[config.mk]
export PLATFORM = sky130hd
export DESIGN_NAME = bit_serializer
export DESIGN_NICKNAME = d
export VERILOG_FILES = /design/src/rtl/bit_serializer.sv
export SDC_FILE = /design/constraint.sdc
export NUM_CORES = 1
export LEC_CHECK = 0
export CORE_UTILIZATION = 23
export DETAILED_ROUTE_END_ITERATION = 16
export GPL_ROUTABILITY_DRIVEN = 0
export HOLD_SLACK_MARGIN = 0.06
export PLACE_DENSITY = 0.46
export SYNTH_ARGS = -nofsm -noshare
export SYNTH_HDL_FRONTEND = slang
export SYNTH_SLANG_ARGS = --single-unit
[constraint.sdc]
create_clock -name clk -period 1.7 [get_ports clk]
set_input_delay 0.34 -clock clk [delete_from_list [all_inputs] [get_ports clk]]
set_output_delay 0.34 -clock clk [all_outputs]
set_load 0.005 [all_outputs]
[src/rtl/bit_serializer.sv]
// Parallel-to-serial front end: accepts a WIDTH-bit word on a valid/ready handshake and
// emits it one bit per clock on dout, streaming consecutive words without an idle gap.
module bit_serializer #(
    parameter int unsigned WIDTH     = 8,
    parameter bit          MSB_FIRST = 1'b1,
    parameter bit          IDLE_BIT  = 1'b0
) (
    input  logic             clk,
    input  logic             reset,
    input  logic [WIDTH-1:0] data_in,
    input  logic             load_valid,
    output logic             load_ready,
    output logic             dout,
    output logic             dout_valid,
    output logic             frame_start,
    output logic             frame_end
);

    localparam int unsigned CW = (WIDTH > 1) ? $clog2(WIDTH) : 1;
    localparam logic [CW-1:0] LAST = CW'(WIDTH - 1);

    typedef enum logic [0:0] {StIdle, StShift} state_e;

    state_e           state_q, state_d;
    logic [WIDTH-1:0] shreg_q, shreg_d;
    logic [CW-1:0]    cnt_q, cnt_d;

    logic dout_d, dout_valid_d, frame_start_d, frame_end_d;
    logic last, accept;

    // Ready depends on registers only, so there is no combinational path from load_valid.
    assign last       = (cnt_q == LAST);
    assign load_ready = (state_q == StIdle) || last;
    assign accept     = load_valid && load_ready;

    // State register, including the registered serial outputs.
    always_ff @(posedge clk) begin
        if (!reset) begin
            state_q     <= StIdle;
            shreg_q     <= '0;
            cnt_q       <= '0;
            dout        <= IDLE_BIT;
            dout_valid  <= 1'b0;
            frame_start <= 1'b0;
            frame_end   <= 1'b0;
        end else begin
            state_q     <= state_d;
            shreg_q     <= shreg_d;
            cnt_q       <= cnt_d;
            dout        <= dout_d;
            dout_valid  <= dout_valid_d;
            frame_start <= frame_start_d;
            frame_end   <= frame_end_d;
        end
    end

    // Next-state logic.
    always_comb begin
        state_d = state_q;
        shreg_d = shreg_q;
        cnt_d   = cnt_q;
        unique case (state_q)
            StIdle: begin
                if (accept) begin
                    shreg_d = data_in;
                    cnt_d   = '0;
                    state_d = StShift;
                end
            end
            StShift: begin
                if (!last) begin
                    shreg_d = MSB_FIRST ? (shreg_q << 1) : (shreg_q >> 1);
                    cnt_d   = cnt_q + 1'b1;
                end else if (accept) begin
                    // Gapless reload: next word's first bit follows the last bit directly.
                    shreg_d = data_in;
                    cnt_d   = '0;
                end else begin
                    state_d = StIdle;
                end
            end
            default: state_d = StIdle;
        endcase
    end

    // Output values for the next cycle, decoded from next state so they can be registered.
    always_comb begin
        dout_d        = IDLE_BIT;
        dout_valid_d  = 1'b0;
        frame_start_d = 1'b0;
        frame_end_d   = 1'b0;
        if (state_d == StShift) begin
            dout_d        = MSB_FIRST ? shreg_d[WIDTH-1] : shreg_d[0];
            dout_valid_d  = 1'b1;
            frame_start_d = (cnt_d == '0);
            frame_end_d   = (cnt_d == LAST);
        end
    end

endmodule

==> reports/metrics.cfg <==
[status]
status=completed

[grt]
antenna_found_initial=0
grt_overflow_total=0
grt_max_degree=20
grt_pass1_wl_mm=1.980
grt_pass1_vias=449
track_usage_pct=10.19

[synthesis]
synth_top_area_share_pct=46.47
synth-seq-cells=14
synth-xor-area-share_pct=0
postSynthCellCount=60
synth_top_family_by_area=compound AO/OA/AOI/OAI gates
yosysTopAreaCell=dfxtp_1
synth-async-reset-ratio_pct=0
synthMuxAreaShare_pct=11.62
syn-num-nets=73
synthSimpleGateAreaFrac_pct=13.49
synth_cell_types=19
yosys.area_share.adder_pct=4.149
synth_area_sq_um=603.1
synth_edf_count=0
synth_area_leaders=dfxtp_1 (46%), mux2i_1 (12%), a21oi_1 (5.0%), o21ai_0 (5.0%), ha_1 (4.1%)
synth_compound_area_share_pct=18.88
syn_avg_cell_area_sq_um=10.05
synth_ff_type=dfxtp_1
seq_area_frac_synth_pct=46.47
synth-warning-count=0

[route]
drc=0
routed_wl_mm=1.170
drt_pass1_iterations=4
routedWlPerCell_um=10.54
ant_nets=0
vias_per_cell=4.261
via_count=473
drt_iter0_markers=3

[critical_path]
required_ps=1360
critPathCaptureType=output port
start_kind=flop
path_max_fanout=2
cp_slowest_stage_delay_ps=350
critPathMostFrequentCell=ha_4
crit_chain=ha_4 > ha_4 > nor2b_4 > inv_2 > clkdlybuf4s15_1
slowest_stage=dfxtp_2
r2r_cells=7
crit_type=reg2out
cp_num_buf_inv=2
crit_arrival_ps=1280
crit_family=flip-flops
cp.depth=5

[power]
pwr-share-comb_pct=15.9
power_switching_mw=0.1658
leakagePower_nw=0.3447
p_seq_share_pct=50.2
p_per_area_nw_per_um2=818.6
pwr-share-clk_pct=33.9
p_int_mw=0.5471
max-vdd-ir-drop_v=0.0004740
p_sw_share_pct=23.26
p_total_mw=0.7129

[clock_tree]
clockBufferDepth=2
cts_sinks=14
cts-root-buf=clkbuf_4
htree_levels=1
clk_latency_ps=280
numCtsBuffers=3
cts_tree=built
cts-hold-fix-buffers=0
path_clk_slew_ps=90

[min_path]
min_path_cells=2
hp-class=reg2reg

[sta]
setup-tns-final_ps=0
slew_headroom_pct=83.82
setup_ws_ps=80.01
fin_skew_ps=9.144
rsz0062_at_grt=false
period_share_pct=95.29
final-hold-violation-count=0
fmax_ghz=0.6173
maxSlewViolCount=0
holdWs_ps=471.4
period_needed_ps=1620
setup_viol=0
tightest_slew_ps=240.0

[floorplan]
rows=18
die_h_um=53.21
fp.dieArea_sq_um=2831
core_area_sq_um=2477
ios=16
fp.dieW_um=53.21
initial_core_util_pct=24.34

[finish]
diodes=0
stdcell_area_sq_um=870.8
drive_above_1_share_pct=20.99
fin_nets=95
layout-area-overhead-vs-synth_pct=44.40

[placed_design]
io_buffer_count=15
place_area_sq_um=799.5
dp_hpwl_um=774.1
post-place-ws_ps=67.86

[flow_run]
drv_cap=0

-- worst min-delay path: stages, from the launching register on --
cell and delay, ps:
dfxtp_1 320, nand2_1 50, a21boi_0 60
-- worst paths after layout --
| check | start | end | slack, ps |
|---|---|---|---|
| worst min register to register | shreg_q[6]$_SDFF_PN0_ | dout$_SDFF_PN0_ | 470 |
| worst min-delay path | shreg_q[6]$_SDFF_PN0_ | dout$_SDFF_PN0_ | 470 |
| worst max register to register | cnt_q[1]$_SDFF_PN0_ | frame_end$_SDFF_PN0_ | 310 |
| worst max-delay path | cnt_q[1]$_SDFF_PN0_ | load_ready | 80 |
-- cell usage after synthesis (2+ instances only) --
cell type	instances
a21boi_0	3
a21oi_1	6
buf_2	2
dfxtp_1	14
ha_1	2
mux2i_1	7
nand2_1	5
nand3_1	2
nand3b_1	2
nor2_1	2
o21a_1	2
o21ai_0	6
-- metal layers --
layer	track usage (%)	routed length, um	vias up
li1	-	-	254
met1	12.59	611	206
met2	14.79	482	13
met3	6.034	76	0
met4	2.632	0	0
met5	0	0	-
-- cell type report --
class	count	area, sq um
fill	270	1607
multi-input combinational	41	315.3
sequential	14	282.8
timing repair buffer	21	195.2
tap	30	37.54
clock buffer	4	36.28
inverter	1	3.754
-- logic make-up (layout without fill, tap and decap cells) --
kind of cell | count (synthesis) | in the layout
DFF | 14 | 14
AOI/OAI and AO/OA | 18 | 18
and+or+nand+nor | 14 | 14
adders and majority gates | 2 | 2
muxes | 7 | 7
buffers and inverters | 5 | 26
-- per-stage QoR --
stage	utilization [%]	std cells
3_3_place_gp	32.27	106
4_1_cts	35.15	111
6_report	35.15	111
3_5_place_dp	32.27	106
2_1_floorplan	-	60
5_1_grt	35.15	111
-- registers in the layout, summed over array words and instances (netlist names) --
signal	cells
frame_start	1
dout_valid	1
dout	1
shreg_q	7
cnt_q	3
frame_end	1
-- timing repair --
item | 4_1_cts | 5_1_grt
buffers inserted | 1 | 0
gates resized for setup | 8 | 0
setup endpoints to repair | 1 | 0
-- power by group through the flow --
stage | Sequential, mW | Clock [mW] | Combinational, mW
after floorplan | 0.364 | 0 | 0.0587
after global placement | 0.364 | 0 | 0.110
after detailed placement | 0.364 | 0 | 0.110
after CTS | 0.358 | 0.256 | 0.114
after global routing | 0.361 | 0.272 | 0.127
final | 0.358 | 0.242 | 0.113
-- layout by cell type, fill, tap and decap left out, drive strengths merged --
cell type and count:
clkdlybuf4s50 14, a21oi 6, nor3b 1, inv 1
nand2 5, ha 2, nor2 2, nor2b 1
clkdlybuf4s15 1, clkbuf 4, mux2i 7, a21boi 3
nand3 2, o41ai 1, o21a 2, dfxtp 14
and4 1, buf 6, nand3b 2, o21ai 6
(Power assumes the default switching activity.)
